### src/rtl/skid_buffer.sv
// Two-entry skid buffer: registered valid/ready pipeline stage.
// in_ready depends only on state flops and rst, never on out_ready.
module skid_buffer #(
  parameter int WIDTH = 8
) (
  input  logic             clk,
  input  logic             rst,
  input  logic             in_valid,
  output logic             in_ready,
  input  logic [WIDTH-1:0] in_data,
  output logic             out_valid,
  input  logic             out_ready,
  output logic [WIDTH-1:0] out_data,
  output logic [1:0]       level
);

  typedef enum logic [1:0] {
    EMPTY = 2'd0,
    BUSY  = 2'd1,
    FULL  = 2'd2
  } state_t;

  state_t           state;
  state_t           state_nxt;
  logic [WIDTH-1:0] main_q;
  logic [WIDTH-1:0] skid_q;
  logic             in_fire;
  logic             out_fire;
  logic             ld_main_in;
  logic             ld_main_skid;
  logic             ld_skid;

  assign in_fire  = in_valid && in_ready;
  assign out_fire = out_valid && out_ready;
  assign out_data = main_q;

  always_ff @(posedge clk or posedge rst) begin
    if (rst) begin
      state <= EMPTY;
    end else begin
      state <= state_nxt;
    end
  end

  always_comb begin
    state_nxt    = state;
    ld_main_in   = 1'b0;
    ld_main_skid = 1'b0;
    ld_skid      = 1'b0;
    unique case (state)
      EMPTY: begin
        if (in_fire) begin
          ld_main_in = 1'b1;
          state_nxt  = BUSY;
        end
      end
      BUSY: begin
        unique case (1'b1)
          (in_fire && out_fire): begin
            ld_main_in = 1'b1;
          end
          (in_fire && !out_fire): begin
            ld_skid   = 1'b1;
            state_nxt = FULL;
          end
          (!in_fire && out_fire): begin
            state_nxt = EMPTY;
          end
          default: ;
        endcase
      end
      FULL: begin
        if (out_fire) begin
          ld_main_skid = 1'b1;
          state_nxt    = BUSY;
        end
      end
      default: state_nxt = EMPTY;
    endcase
  end

  // Main only moves on an accepted input or a skid promotion.
  always_ff @(posedge clk or posedge rst) begin
    if (rst) begin
      main_q <= '0;
      skid_q <= '0;
    end else begin
      if (ld_main_in) begin
        main_q <= in_data;
      end else if (ld_main_skid) begin
        main_q <= skid_q;
      end
      if (ld_skid) begin
        skid_q <= in_data;
      end
    end
  end

  always_comb begin
    out_valid = 1'b0;
    in_ready  = !rst;
    level     = 2'd0;
    unique case (state)
      EMPTY: ;
      BUSY: begin
        out_valid = 1'b1;
        level     = 2'd1;
      end
      FULL: begin
        out_valid = 1'b1;
        in_ready  = 1'b0;
        level     = 2'd2;
      end
      default: ;
    endcase
  end

endmodule

### config.mk
export PLATFORM = sky130hd
export DESIGN_NAME = skid_buffer
export DESIGN_NICKNAME = d
export VERILOG_FILES = /design/src/rtl/skid_buffer.sv
export SDC_FILE = /design/constraint.sdc
export NUM_CORES = 1
export LEC_CHECK = 0
export CAP_MARGIN = 20
export CELL_PAD_IN_SITES_DETAIL_PLACEMENT = 1
export CELL_PAD_IN_SITES_GLOBAL_PLACEMENT = 2
export CORE_MARGIN = 4
export CORE_UTILIZATION = 27
export CTS_CLUSTER_SIZE = 10
export DETAILED_ROUTE_END_ITERATION = 10
export MAX_ROUTING_LAYER = met4
export PLACE_DENSITY = 0.83
export SYNTH_ARGS = -nofsm -noshare
export SYNTH_HDL_FRONTEND = slang
export SYNTH_SLANG_ARGS = --single-unit
### constraint.sdc
create_clock -name clk -period 1.5 [get_ports clk]
set_input_delay 0.45 -clock clk [delete_from_list [all_inputs] [get_ports clk]]
set_output_delay 0.45 -clock clk [all_outputs]
set_load 0.01 [all_outputs]
; Word level (Yosys, flattened, before mapping)
; Cells that the tools add are included.
[word_totals]
ff_bits = 18
latch_bits = 0
mem_bits_rw = 0
mem_bits_ro = 0
in_bits = 12
word_cells = 36
memories = 0
[classes]
addsub = 0
mul = 0
n_div = 0
magnitude_cmp = 0
eq_ne = 5
n_shift = 0
muxes = 16
n_bitwise = 0
reduce_logical = 12
[ops]
columns = operator, n
row1 = 8-bit two-way mux, 2
row2 = 1-bit two-way mux, 8
row3 = 2-bit case mux with 2 select lines, 2
row4 = 2-bit case mux with 3 select lines, 1
row5 = 1-bit logical AND, 5
row6 = 2-bit two-way mux, 2
row7 = "2-bit inequality test, second input constant", 2
row8 = 1-bit logical NOT, 3
row9 = "3-bit inequality test, second input constant", 1
row10 = 3-bit AND reduction, 1
row11 = "2-bit by 1-bit == test with 1-bit output, second input constant", 1
row12 = "2-bit == test, second input constant", 1
row13 = 2-bit logical NOT, 1
row14 = 1-bit case mux with 2 select lines, 1
row15 = 2-bit nonzero test, 1
row16 = 2-bit OR reduction, 1

; Depth between registers and ports, before layout
; Gate-level depths: netlist of the first run.
[logic_depth]
depth_word = 8
depth_mapped = 7
ltp_nobuf = 6

; Least setup slack after synthesis of the first run
; OpenSTA, ideal clock, no wires.
[synth_timing]
kind = reg-to-reg
startpoint = reg state[0]
endpoint = reg main_q[0] (netlist: out_data[0])
arrival_time_ns = 1.637
slack_ns = -0.255
path_stages_with_launch = 8
period_less_slack_ns = 1.755
cell_sequence = dfrtp_1 inv_1 ha_1 a31oi_1 and2b_1 buf_6 a22o_1 a21o_1
[synth_between]
elab_chain_len = 8
elab_cells_between_ends = 16
cone_classes = 2 x eq/ne / 8 x mux / 6 x reduce/logical
[synth_rtl]
columns = item, line_no
row1 = start: declaration, 23  ; state_t state;
row2 = start signal: assignment, 41  ; state <= state_nxt;
row3 = 2-bit == test or 2-bit by 1-bit == test with 1-bit output (tied branches), 103  ; unique case (state)
row4 = 2-bit OR reduction (no line) *, --
row5 = 1-bit two-way mux *, 103
row6 = via out_valid, 11  ; output logic out_valid,
row7 = 1-bit logical AND *, 34  ; assign out_fire = out_valid && out_ready;
row8 = 1-bit logical AND, 59  ; (in_fire && out_fire): begin
row9 = 1-bit two-way mux, 58  ; unique case (1'b1)
row10 = 1-bit case mux with 2 select lines, 50  ; unique case (state)
row11 = 8-bit two-way mux or 2-bit nonzero test (tied branches), --
row12 = end signal: assignment, 89  ; main_q <= in_data;
row13 = end signal: assignment, 91  ; main_q <= skid_q;
row14 = end: declaration, 25  ; logic [WIDTH-1:0] main_q;
; The timed path passes the listed nets; every way through them passes the cells marked *.
; A chain may end at the register's enable or synchronous reset.

; Worst setup path in the final report of the first run
[layout_timing]
startpoint = reg state[1]
endpoint = reg skid_q[2]
[layout_between]
elab_chain_len = 8
elab_cells_between_ends = 11
cone_classes = 2 x eq/ne / 4 x mux / 5 x reduce/logical
[layout_rtl]
columns = item, line_no
row1 = 2-bit == test or 2-bit by 1-bit == test with 1-bit output (tied branches), "103, 50"
row2 = 2-bit OR reduction (no line), --
row3 = 1-bit two-way mux, 103
row4 = 1-bit logical AND, 34
row5 = 1-bit logical NOT, 62  ; (in_fire && !out_fire): begin
row6 = 1-bit logical AND, 62
row7 = 1-bit two-way mux, 58
row8 = 1-bit two-way mux *, 50
row9 = end signal: assignment, 94  ; skid_q <= in_data;
row10 = end: declaration, 26  ; logic [WIDTH-1:0] skid_q;
; Mark *: on every way between the ends. The rest lies on a longest branch, timed or not.

==> flow_metrics.env, run 1 <==
export IMPL_syn_nets=88
export IMPL_cts_tree="yes"
export IMPL_via_count=716
export IMPL_synth_async_reset_ratio=1.000
export IMPL_power_internal_uw=1877
export IMPL_status="complete, but fails checks"
export IMPL_path_max_fanout=8
export IMPL_synthAdderAreaFrac=0.08033
export IMPL_worst_setup_path_start_kind="flip-flop"
export IMPL_max_slew_margin_rel=0.8214
export IMPL_synth_cell_type_count=22
export IMPL_yosysSeqAreaShare=0.4986
export IMPL_clkLatencyLatePin_ns=0.29
export IMPL_drcViolationCount=0
export IMPL_clk_path_buf_depth=2
export IMPL_slowest_delay_ns=0.44
export IMPL_synth_simple_area_share=0.07341
export IMPL_power_clock_fraction=0.105
export IMPL_p_seq_frac=0.293
export IMPL_die_h_um=65.84
export IMPL_drt_pass1_iterations=4
export IMPL_min_path_type="reg2reg"
export IMPL_violations="negative setup slack"
export IMPL_cts_max_level=1
export IMPL_fin_cells=160
export IMPL_antenna_cells=0
export IMPL_layout_drive_gt1_share=0.4397
export IMPL_regArea_um2=450.4
export IMPL_numClockSinks=18
export IMPL_place_port_buffers=23
export IMPL_routedWlPerCell_um=14.56
export IMPL_crit_chain="buf_6 -> ha_4 -> buf_6 -> nor3b_4 -> buf_4 -> nand3_4 -> mux2_4"
export IMPL_synth_ff_type="dfrtp_1"
export IMPL_worstReg2RegStart="state[1]$_DFFE_PP0P_"
export IMPL_peakVddDrop_mv=1.102
export IMPL_drt_wl_total_mm=2.329
export IMPL_ioPinCount=24
export IMPL_syn_area_um2=903.4
export IMPL_dieArea_um2=4335
export IMPL_yosysWarnings=0
export IMPL_slowest_stage="dfrtp_1"
export IMPL_synthCells=71
export IMPL_drtIter0Drc=15
export IMPL_switching_power_uw=1031
export IMPL_end_kind="flip-flop"
export IMPL_endpoint="skid_q[2]$_DFFE_PP0P_"
export IMPL_hold_violations=0
export IMPL_worst_slack_ns=-0.2845
export IMPL_pwr_share_comb=0.602
export IMPL_ant_nets=0
export IMPL_place_gp_congestion=0.7887
export IMPL_multiInputGateArea_um2=501.7
export IMPL_synthMuxAreaShare=0.1108
export IMPL_grt_pass1_wl_mm=3.746
export IMPL_skew_ns=0.003814
export IMPL_reg2reg_setup_slack_ns=-0.28
export IMPL_fmax_mhz=560.4
export IMPL_rsz0062_at_grt="yes"
export IMPL_path_common_cell="buf_6"
export IMPL_post_place_ws_ns=-0.4802
export IMPL_initial_core_util=0.2888
export IMPL_dpl_cell_count=151
export IMPL_grt_pass1_vias=778
export IMPL_die_width_um=65.84
export IMPL_synth_xor_area_share=0.009695
export IMPL_area_growth_syn_to_layout_pct=63.57
export IMPL_fin_crit_ns=1.785
export IMPL_tightest_slew_ns=0.2652
export IMPL_required_ns=1.69
export IMPL_r2r_end="skid_q[2]$_DFFE_PP0P_"
export IMPL_cts_made_buffers=3
export IMPL_finalNetCount=134
export IMPL_drv_slew=0
export IMPL_swShare=0.3545
export IMPL_path_clk_slew_ns=0.11
export IMPL_row_count=20
export IMPL_synth_compound_area_frac=0.1884
export IMPL_cts_root_buffer="clkbuf_4"
export IMPL_setup_tns_ns=-5.270
export IMPL_path_class="reg2reg"
export IMPL_gr_total_overflow=0
export IMPL_rr_worst_depth=7
export IMPL_grt_max_degree=19
export IMPL_synth_top_family_by_area="compound AO/OA/AOI/OAI gates"
export IMPL_maxCapViolCount=0
export IMPL_post_route_period_util=1.190
export IMPL_power_leakage_uw=0.0007315
export IMPL_core_um2=3128
export IMPL_synth_edf_count=0
export IMPL_grt_use_total=0.1147
export IMPL_yosys_register_bits=18
export IMPL_power_per_cell_area_nw_per_um2=1968
export IMPL_setup_violations=22
export IMPL_startpoint="state[1]$_DFFE_PP0P_"
export IMPL_antenna_found_initial=0
export IMPL_n_fill_cell=347
export IMPL_worstPathArrival_ns=1.97
export IMPL_viasPerCell=4.475
export IMPL_avgSynthCellArea_um2=12.72
[placed cells by master (no fill, tap or decap), types with 2 or more instances in the layout]
cell type / count
a21o_1: 8
a22o_1: 9
buf_4: 10
buf_6: 12
clkbuf_4: 3
clkdlybuf4s50_1: 11
dfrtp_1: 18
dlygate4sd2_1: 8
ha_4: 3
inv_1: 3
inv_2: 2
mux2_2: 7
[worst min path at each step]
| stage | from | endpoint | slack, ns | cells after the start |
|---|---|---|---|---|
| after floorplan | rst | out_data[0]$_DFFE_PP0P_ | 0.39 | 1 |
| after global placement | out_data[1]$_DFFE_PP0P_ | out_data[1]$_DFFE_PP0P_ | 0.46 | 1 |
| after detailed placement | out_data[7]$_DFFE_PP0P_ | out_data[7]$_DFFE_PP0P_ | 0.46 | 1 |
| after CTS | out_data[7]$_DFFE_PP0P_ | out_data[7]$_DFFE_PP0P_ | 0.48 | 1 |
| after global routing | out_data[1]$_DFFE_PP0P_ | out_data[1]$_DFFE_PP0P_ | 0.52 | 1 |
| final | out_data[1]$_DFFE_PP0P_ | out_data[1]$_DFFE_PP0P_ | 0.48 | 1 |
[worst max-delay path, delay by kind of cell (launching register included)]
kind | cells | cell delay, ns
buffers and inverters | 3 | 0.41
and+or+nand+nor | 2 | 0.34
adders and majority gates | 1 | 0.16
muxes | 1 | 0.33
DFF | 1 | 0.44
[cells by family after synthesis]
| family | count (synthesis) |
|---|---|
| simple gates | 8 |
| fa+ha+maj | 6 |
| xor+xnor | 1 |
| buf+inv | 7 |
| compound gates | 22 |
| mux | 9 |
| flops | 18 |
[metrics by stage]
stage | power, µW | hold WS, ns | utilization | area (µm²)
floorplan | 1663 | 0.3886 | - | 928.4
global placement | 2263 | 0.4576 | 0.4228 | 1323
detailed placement | 2337 | 0.4643 | 0.4228 | 1323
CTS | 2722 | 0.4846 | 0.4468 | 1398
global route | 3110 | 0.5202 | 0.4724 | 1478
finish | 2908 | 0.4803 | 0.4724 | 1478
[flip-flops by register name, indices dropped and copies added (netlist names)]
name,flops
skid_q,8
out_data,8
state,2
[power groups by stage]
stage,clock network [µW],logic [µW],registers [µW]
2_1_floorplan,0,763,900
3_3_place_gp,0,1410,855
3_5_place_dp,0,1470,870
4_1_cts,310,1560,856
5_1_grt,335,1890,887
6_report,305,1750,853
[repair_timing]
action / CTS / global route
hold buffers: 0 / 0
setup endpoints to repair: 30 / 22
gates resized for setup: 35 / 13
buffers inserted: 3 / 2
pin swaps: 5 / 11
[synthesized netlist by cell type (2+ instances only)]
| cell | count | share of area |
|---|---|---|
| dfrtp_1 | 18 | 0.50 |
| a22o_1 | 9 | 0.087 |
| a21o_1 | 8 | 0.066 |
| mux2_2 | 8 | 0.10 |
| ha_1 | 5 | 0.069 |
| inv_1 | 5 | 0.021 |
| nand2_1 | 2 | 0.0083 |
| o21ai_0 | 2 | 0.011 |
[metal layers]
layer	up-vias	track usage	wire, µm
li1	348	-	-
met4	0	0.03886	0
met3	0	0.02381	127
met2	18	0.1877	1260
met1	350	0.1404	941
met5	-	-	0
[area by class of cell]
| type | instances | area share |
|---|---|---|
| Sequential cell | 18 | 0.3048 |
| Inverter | 5 | 0.01270 |
| Clock buffer | 4 | 0.02456 |
| Tap cell | 44 | 0.03726 |
| Timing Repair Buffer | 43 | 0.2811 |
| Multi-Input combinational cell | 46 | 0.3395 |
Note: power is estimated with default switching activity, not from simulation.
==> run 2, diff against run 1 <==
--- a/config.mk
+++ b/config.mk
@@ -9,11 +9,11 @@
 export CELL_PAD_IN_SITES_DETAIL_PLACEMENT = 1
 export CELL_PAD_IN_SITES_GLOBAL_PLACEMENT = 2
 export CORE_MARGIN = 4
-export CORE_UTILIZATION = 27
-export CTS_CLUSTER_SIZE = 10
+export CORE_UTILIZATION = 30
+export CTS_CLUSTER_SIZE = 30
 export DETAILED_ROUTE_END_ITERATION = 10
 export MAX_ROUTING_LAYER = met4
-export PLACE_DENSITY = 0.83
+export PLACE_DENSITY = 0.87
 export SYNTH_ARGS = -nofsm -noshare
 export SYNTH_HDL_FRONTEND = slang
 export SYNTH_SLANG_ARGS = --single-unit
==> constraint.sdc (replaced) <==
create_clock -name clk -period 1.7 [get_ports clk]
set_input_delay 0.51 -clock clk [delete_from_list [all_inputs] [get_ports clk]]
set_output_delay 0.51 -clock clk [all_outputs]
set_load 0.01 [all_outputs]
==> flow_metrics.env, run 2 (synthesized netlist as in run 1, its figures left out) <==
export IMPL_grt_pass1_vias=815
export IMPL_reg2reg_setup_slack_ns=-0.08
export IMPL_cp_top_family="flip-flops"
export IMPL_drt_pass1_iterations=2
export IMPL_power_per_cell_area_nw_per_um2=1728
export IMPL_ant_nets=0
export IMPL_drt_wl_total_mm=2.277
export IMPL_post_route_period_util=1.063
export IMPL_core_um2=2805
export IMPL_fin_cells=148
export IMPL_drtIter0Drc=6
export IMPL_grt_max_degree=19
export IMPL_cts_made_buffers=3
export IMPL_worstReg2RegStart="state[1]$_DFFE_PP0P_"
export IMPL_drv_slew=0
export IMPL_die_h_um=62.88
export IMPL_layout_drive_gt1_share=0.4359
export IMPL_viasPerCell=4.919
export IMPL_rsz0062_at_grt="yes"
export IMPL_swShare=0.3546
export IMPL_r2r_end="out_data[1]$_DFFE_PP0P_"
export IMPL_n_fill_cell=295
export IMPL_place_port_buffers=23
export IMPL_multiInputGateArea_um2=493.0
export IMPL_end_kind="output port"
export IMPL_cts_root_buffer="clkbuf_4"
export IMPL_setup_violations=19
export IMPL_final_cell_area_um2=1434
export IMPL_fin_total_pwr_uw=2478
export IMPL_hold_buffers=0
export IMPL_crit_chain="buf_6 -> ha_4 -> dlygate4sd2_1"
export IMPL_path_class="reg2out"
export IMPL_required_ns=1.19
export IMPL_numClockSinks=18
export IMPL_ioPinCount=24
export IMPL_slowest_delay_ns=0.43
export IMPL_worst_setup_path_start_kind="flip-flop"
export IMPL_max_slew_margin_rel=0.8406
export IMPL_initial_core_util=0.3220
export IMPL_rr_worst_depth=7
export IMPL_p_seq_frac=0.302
export IMPL_finalNetCount=136
export IMPL_antenna_cells=0
export IMPL_cts_tree="yes"
export IMPL_fmax_mhz=553.2
export IMPL_antenna_found_initial=0
export IMPL_place_gp_congestion=0.8074
export IMPL_maxCapViolCount=0
export IMPL_violations="negative setup slack"
export IMPL_path_max_fanout=4
export IMPL_min_path_type="in2async"
export IMPL_path_clk_slew_ns=0.10
export IMPL_area_growth_syn_to_layout_pct=58.73
export IMPL_final_cell_mix="dfrtp_1 (18), buf_4 (15), clkdlybuf4s50_1 (10)"
export IMPL_skew_ns=0.002028
export IMPL_drcViolationCount=0
export IMPL_worst_slack_ns=-0.1075
export IMPL_dpl_cell_count=136
export IMPL_via_count=728
export IMPL_worstPathArrival_ns=1.30
export IMPL_routedWlPerCell_um=15.39
export IMPL_gr_total_overflow=0
export IMPL_switching_power_uw=878.6
export IMPL_die_width_um=62.88
export IMPL_power_clock_fraction=0.082
export IMPL_grt_use_total=0.1206
export IMPL_status="complete, but fails checks"
export IMPL_power_internal_uw=1599
export IMPL_peakVddDrop_mv=0.8347
export IMPL_dieArea_um2=3953
export IMPL_crit_buf_inv=2
export IMPL_tightest_slew_ns=0.2381
export IMPL_hold_violations=0
export IMPL_fin_crit_ns=1.808
export IMPL_mostFrequentLayoutCell="dfrtp_1"
export IMPL_cts_max_level=1
export IMPL_placed_area_um2=1269
export IMPL_dp_hpwl_mm=1.591
export IMPL_power_leakage_uw=0.0007287
export IMPL_slowest_stage="dfrtp_1"
export IMPL_row_count=19
export IMPL_regArea_um2=450.4
export IMPL_clkLatencyLatePin_ns=0.28
export IMPL_grt_pass1_wl_mm=3.677
export IMPL_clk_path_buf_depth=2
export IMPL_pwr_share_comb=0.615
-- run 2: cell types whose count changed in the layout (fill, tap and decap cells not counted), sizes merged --
cell	delta
clkdlybuf4s50	-1
dlymetal6s2s	+1
buf	+1
dlygate4sd2	+1
clkbuf	-1
-- run 2: power by group through the flow --
stage               registers, µW  logic (µW)  clock network (µW)
floorplan                     789         656                   0
global placement              749        1220                   0
detailed placement            761        1270                   0
CTS                           750        1320                 214
global route                  779        1660                 244
finish                        749        1520                 204
-- run 2: how the worst max path moves through the flow --
stage                          from  slack, ns  depth (start not counted)                       to
3_5_place_dp                    rst      -0.39                          7     state[0]$_DFFE_PP0P_
4_1_cts        state[1]$_DFFE_PP0P_      -0.12                          8     state[0]$_DFFE_PP0P_
3_3_place_gp                    rst      -0.36                          3                 in_ready
6_report       state[1]$_DFFE_PP0P_      -0.11                          3                 level[1]
2_1_floorplan  state[0]$_DFFE_PP0P_       0.01                          7  out_data[0]$_DFFE_PP0P_
5_1_grt        state[1]$_DFFE_PP0P_      -0.20                          8     state[0]$_DFFE_PP0P_
-- run 2: per-layer routing --
layer | track usage | vias to the layer above | routed length [µm]
li1 | - | 347 | -
met1 | 0.1356 | 360 | 899
met2 | 0.2029 | 19 | 1274
met3 | 0.02878 | 2 | 95
met4 | 0.05234 | 0 | 7
met5 | - | - | 0
-- run 2: stage by stage --
step | util | TNS [ns] | worst slack [ns] | hold slack, ns
floorplan | - | 0 | 0.01123 | 0.4486
global placement | 0.4523 | -5.940 | -0.3609 | 0.4571
detailed placement | 0.4523 | -6.388 | -0.3887 | 0.4687
CTS | 0.4826 | -1.279 | -0.1248 | 0.4863
global route | 0.5112 | -2.856 | -0.2006 | 0.4212
finish | 0.5112 | -1.281 | -0.1075 | 0.4043
-- run 2: area by class of cell --
| type | instances | share of cell area |
|---|---|---|
| multi-input cells | 46 | 0.3438 |
| flip-flops and latches | 18 | 0.3141 |
| repair buffers | 45 | 0.2862 |
| well taps | 31 | 0.02705 |
| clock buffers | 3 | 0.01571 |
| inverters | 5 | 0.01309 |
-- run 2: repair_timing --
| item | CTS | global route |
|---|---|---|
| resized for setup | 31 | 14 |
| buffers inserted | 7 | 2 |
| pin swaps | 14 | 5 |
| endpoints found under the setup margin | 30 | 22 |
-- run 2: worst register-to-register path: stages, from the launching register on --
cell,delay [ns]
dfrtp_1,0.43
inv_2,0.11
ha_4,0.23
a31oi_4,0.16
and2b_2,0.27
buf_6,0.14
a22o_1,0.20
a21o_1,0.15
==> run 3, diff against run 2 <==
--- a/config.mk
+++ b/config.mk
@@ -10,10 +10,11 @@
 export CELL_PAD_IN_SITES_GLOBAL_PLACEMENT = 2
 export CORE_MARGIN = 4
 export CORE_UTILIZATION = 30
-export CTS_CLUSTER_SIZE = 30
+export CTS_CLUSTER_SIZE = 24
 export DETAILED_ROUTE_END_ITERATION = 10
+export GPL_TIMING_DRIVEN = 1
 export MAX_ROUTING_LAYER = met4
-export PLACE_DENSITY = 0.87
+export PLACE_DENSITY_LB_ADDON = 0.25
 export SYNTH_ARGS = -nofsm -noshare
 export SYNTH_HDL_FRONTEND = slang
 export SYNTH_SLANG_ARGS = --single-unit
==> flow_metrics.env, run 3 (synthesized netlist as in run 1, its figures left out) <==
export IMPL_hold_path_depth=1
export IMPL_clk_path_buf_depth=2
export IMPL_cts_root_buffer="clkbuf_4"
export IMPL_dp_hpwl_mm=1.557
export IMPL_worstReg2RegStart="state[0]$_DFFE_PP0P_"
export IMPL_core_um2=2805
export IMPL_swShare=0.3422
export IMPL_ioPinCount=24
export IMPL_slowest_delay_ns=0.42
export IMPL_reg2reg_setup_slack_ns=-0.06
export IMPL_power_internal_uw=1497
export IMPL_grt_pass1_wl_mm=3.684
export IMPL_drt_wl_total_mm=2.056
export IMPL_grt_pass1_vias=796
export IMPL_path_clk_slew_ns=0.10
export IMPL_multiInputGateArea_um2=460.4
export IMPL_drtIter0Drc=18
export IMPL_status="complete, but fails checks"
export IMPL_viasPerCell=5.092
export IMPL_place_gp_congestion=0.7957
export IMPL_ant_nets=0
export IMPL_fin_crit_ns=1.756
export IMPL_final_cell_mix="dfrtp_1 (18), clkdlybuf4s50_1 (11), buf_4 (11)"
export IMPL_hold_violations=0
export IMPL_antenna_cells=0
export IMPL_hold_start="out_data[0]$_DFFE_PP0P_"
export IMPL_path_class="reg2reg"
export IMPL_skew_ns=0.002921
export IMPL_row_count=19
export IMPL_drt_pass1_iterations=4
export IMPL_routedWlPerCell_um=14.48
export IMPL_drv_slew=0
export IMPL_required_ns=1.88
export IMPL_p_seq_frac=0.327
export IMPL_power_clock_fraction=0.114
export IMPL_path_max_fanout=7
export IMPL_gr_total_overflow=0
export IMPL_antenna_found_initial=0
export IMPL_r2r_end="out_data[6]$_DFFE_PP0P_"
export IMPL_worst_slack_ns=-0.05616
export IMPL_drcViolationCount=0
export IMPL_power_per_cell_area_nw_per_um2=1691
export IMPL_crit_buf_inv=2
export IMPL_layout_drive_gt1_share=0.3784
export IMPL_numClockSinks=18
export IMPL_cts_tree="yes"
export IMPL_cp_top_family="compound AO/OA/AOI/OAI gates"
export IMPL_clkLatencyLatePin_ns=0.28
export IMPL_setup_violations=18
export IMPL_violations="negative setup slack"
export IMPL_min_to="out_data[0]$_DFFE_PP0P_"
export IMPL_rr_worst_depth=7
export IMPL_max_slew_margin_rel=0.8316
export IMPL_grt_use_total=0.1191
export IMPL_startpoint="state[0]$_DFFE_PP0P_"
export IMPL_end_kind="flip-flop"
export IMPL_cts_made_buffers=3
export IMPL_pwr_share_comb=0.559
export IMPL_min_path_type="reg2reg"
export IMPL_hold_ws_ns=0.4804
export IMPL_mostFrequentLayoutCell="dfrtp_1"
export IMPL_placed_area_um2=1246
export IMPL_cts_max_level=1
export IMPL_final_cell_area_um2=1346
export IMPL_peakVddDrop_mv=0.8033
export IMPL_die_width_um=62.88
export IMPL_area_growth_syn_to_layout_pct=49.03
export IMPL_tightest_slew_ns=0.2500
export IMPL_maxCapViolCount=0
export IMPL_n_fill_cell=318
export IMPL_regArea_um2=450.4
export IMPL_dpl_cell_count=133
export IMPL_rsz0062_at_grt="yes"
export IMPL_crit_chain="inv_2 -> ha_4 -> a31oi_1 -> and2b_2 -> buf_6 -> a22o_1 -> a21o_1"
export IMPL_fin_cells=142
export IMPL_worst_setup_path_start_kind="flip-flop"
export IMPL_grt_max_degree=19
export IMPL_place_port_buffers=23
export IMPL_dieArea_um2=3953
export IMPL_fin_util=0.4799
export IMPL_initial_core_util=0.3220
export IMPL_switching_power_uw=778.8
export IMPL_finalNetCount=129
export IMPL_fmax_mhz=569.4
export IMPL_power_leakage_uw=0.0006979
export IMPL_die_h_um=62.88
export IMPL_worstPathArrival_ns=1.94
export IMPL_via_count=723
export IMPL_post_route_period_util=1.033
export IMPL_slowest_stage="dfrtp_1"
[run 3: worst max path at each step]
stage                                    endpoint  cells after the start
final                     out_data[6]$_DFFE_PP0P_                      7
after global placement                   in_ready                      3
after floorplan           out_data[0]$_DFFE_PP0P_                      7
after global routing        skid_q[5]$_DFFE_PP0P_                      7
after CTS                   skid_q[5]$_DFFE_PP0P_                      7
after detailed placement                 in_ready                      3
[run 3: cell type report]
type / count / area share
multi-input cells: 46 / 0.3420
flip-flops and latches: 18 / 0.3346
repair buffers: 38 / 0.2537
well taps: 31 / 0.02881
clock buffers: 4 / 0.02695
inverters: 5 / 0.01394
[run 3: through the flow]
stage | setup TNS (ns) | setup slack [ns] | total power [µW]
floorplan | 0 | 0.01123 | 1445
global placement | -6.546 | -0.3650 | 1934
detailed placement | -6.779 | -0.3731 | 1978
CTS | -0.7825 | -0.08279 | 2259
global route | -2.534 | -0.1686 | 2479
finish | -0.6795 | -0.05616 | 2276
[run 3: worst reg2reg max path: cells and delay by family (launching register included)]
| kind | cells | cell delay, ns |
|---|---|---|
| buffers and inverters | 2 | 0.26 |
| flip-flops | 1 | 0.42 |
| AO/OA/AOI/OAI | 3 | 0.51 |
| adder cells (fa/ha/maj) | 1 | 0.22 |
| AND/OR/NAND/NOR | 1 | 0.25 |
[run 3: per-layer routing]
layer | global-route usage | share of wire | vias to the layer above
met2 | 0.1871 | 0.48 | 21
met1 | 0.1489 | 0.45 | 360
li1 | - | - | 338
met4 | 0.04683 | 0.018 | 0
met3 | 0.02518 | 0.049 | 4
met5 | - | 0 | -
[run 3: power by group through the flow]
stage	sequential, µW	combinational (µW)	clock (µW)
3_5_place_dp	759	1220	0
6_report	745	1270	260
3_3_place_gp	752	1180	0
4_1_cts	747	1240	270
5_1_grt	775	1410	292
2_1_floorplan	789	656	0
[run 3: what timing repair did]
action | in CTS | in global routing
pin swaps | 22 | 2
setup buffers | 4 | 1
setup endpoints to repair | 27 | 24
hold buffers | 0 | 0
resized for setup | 31 | 6
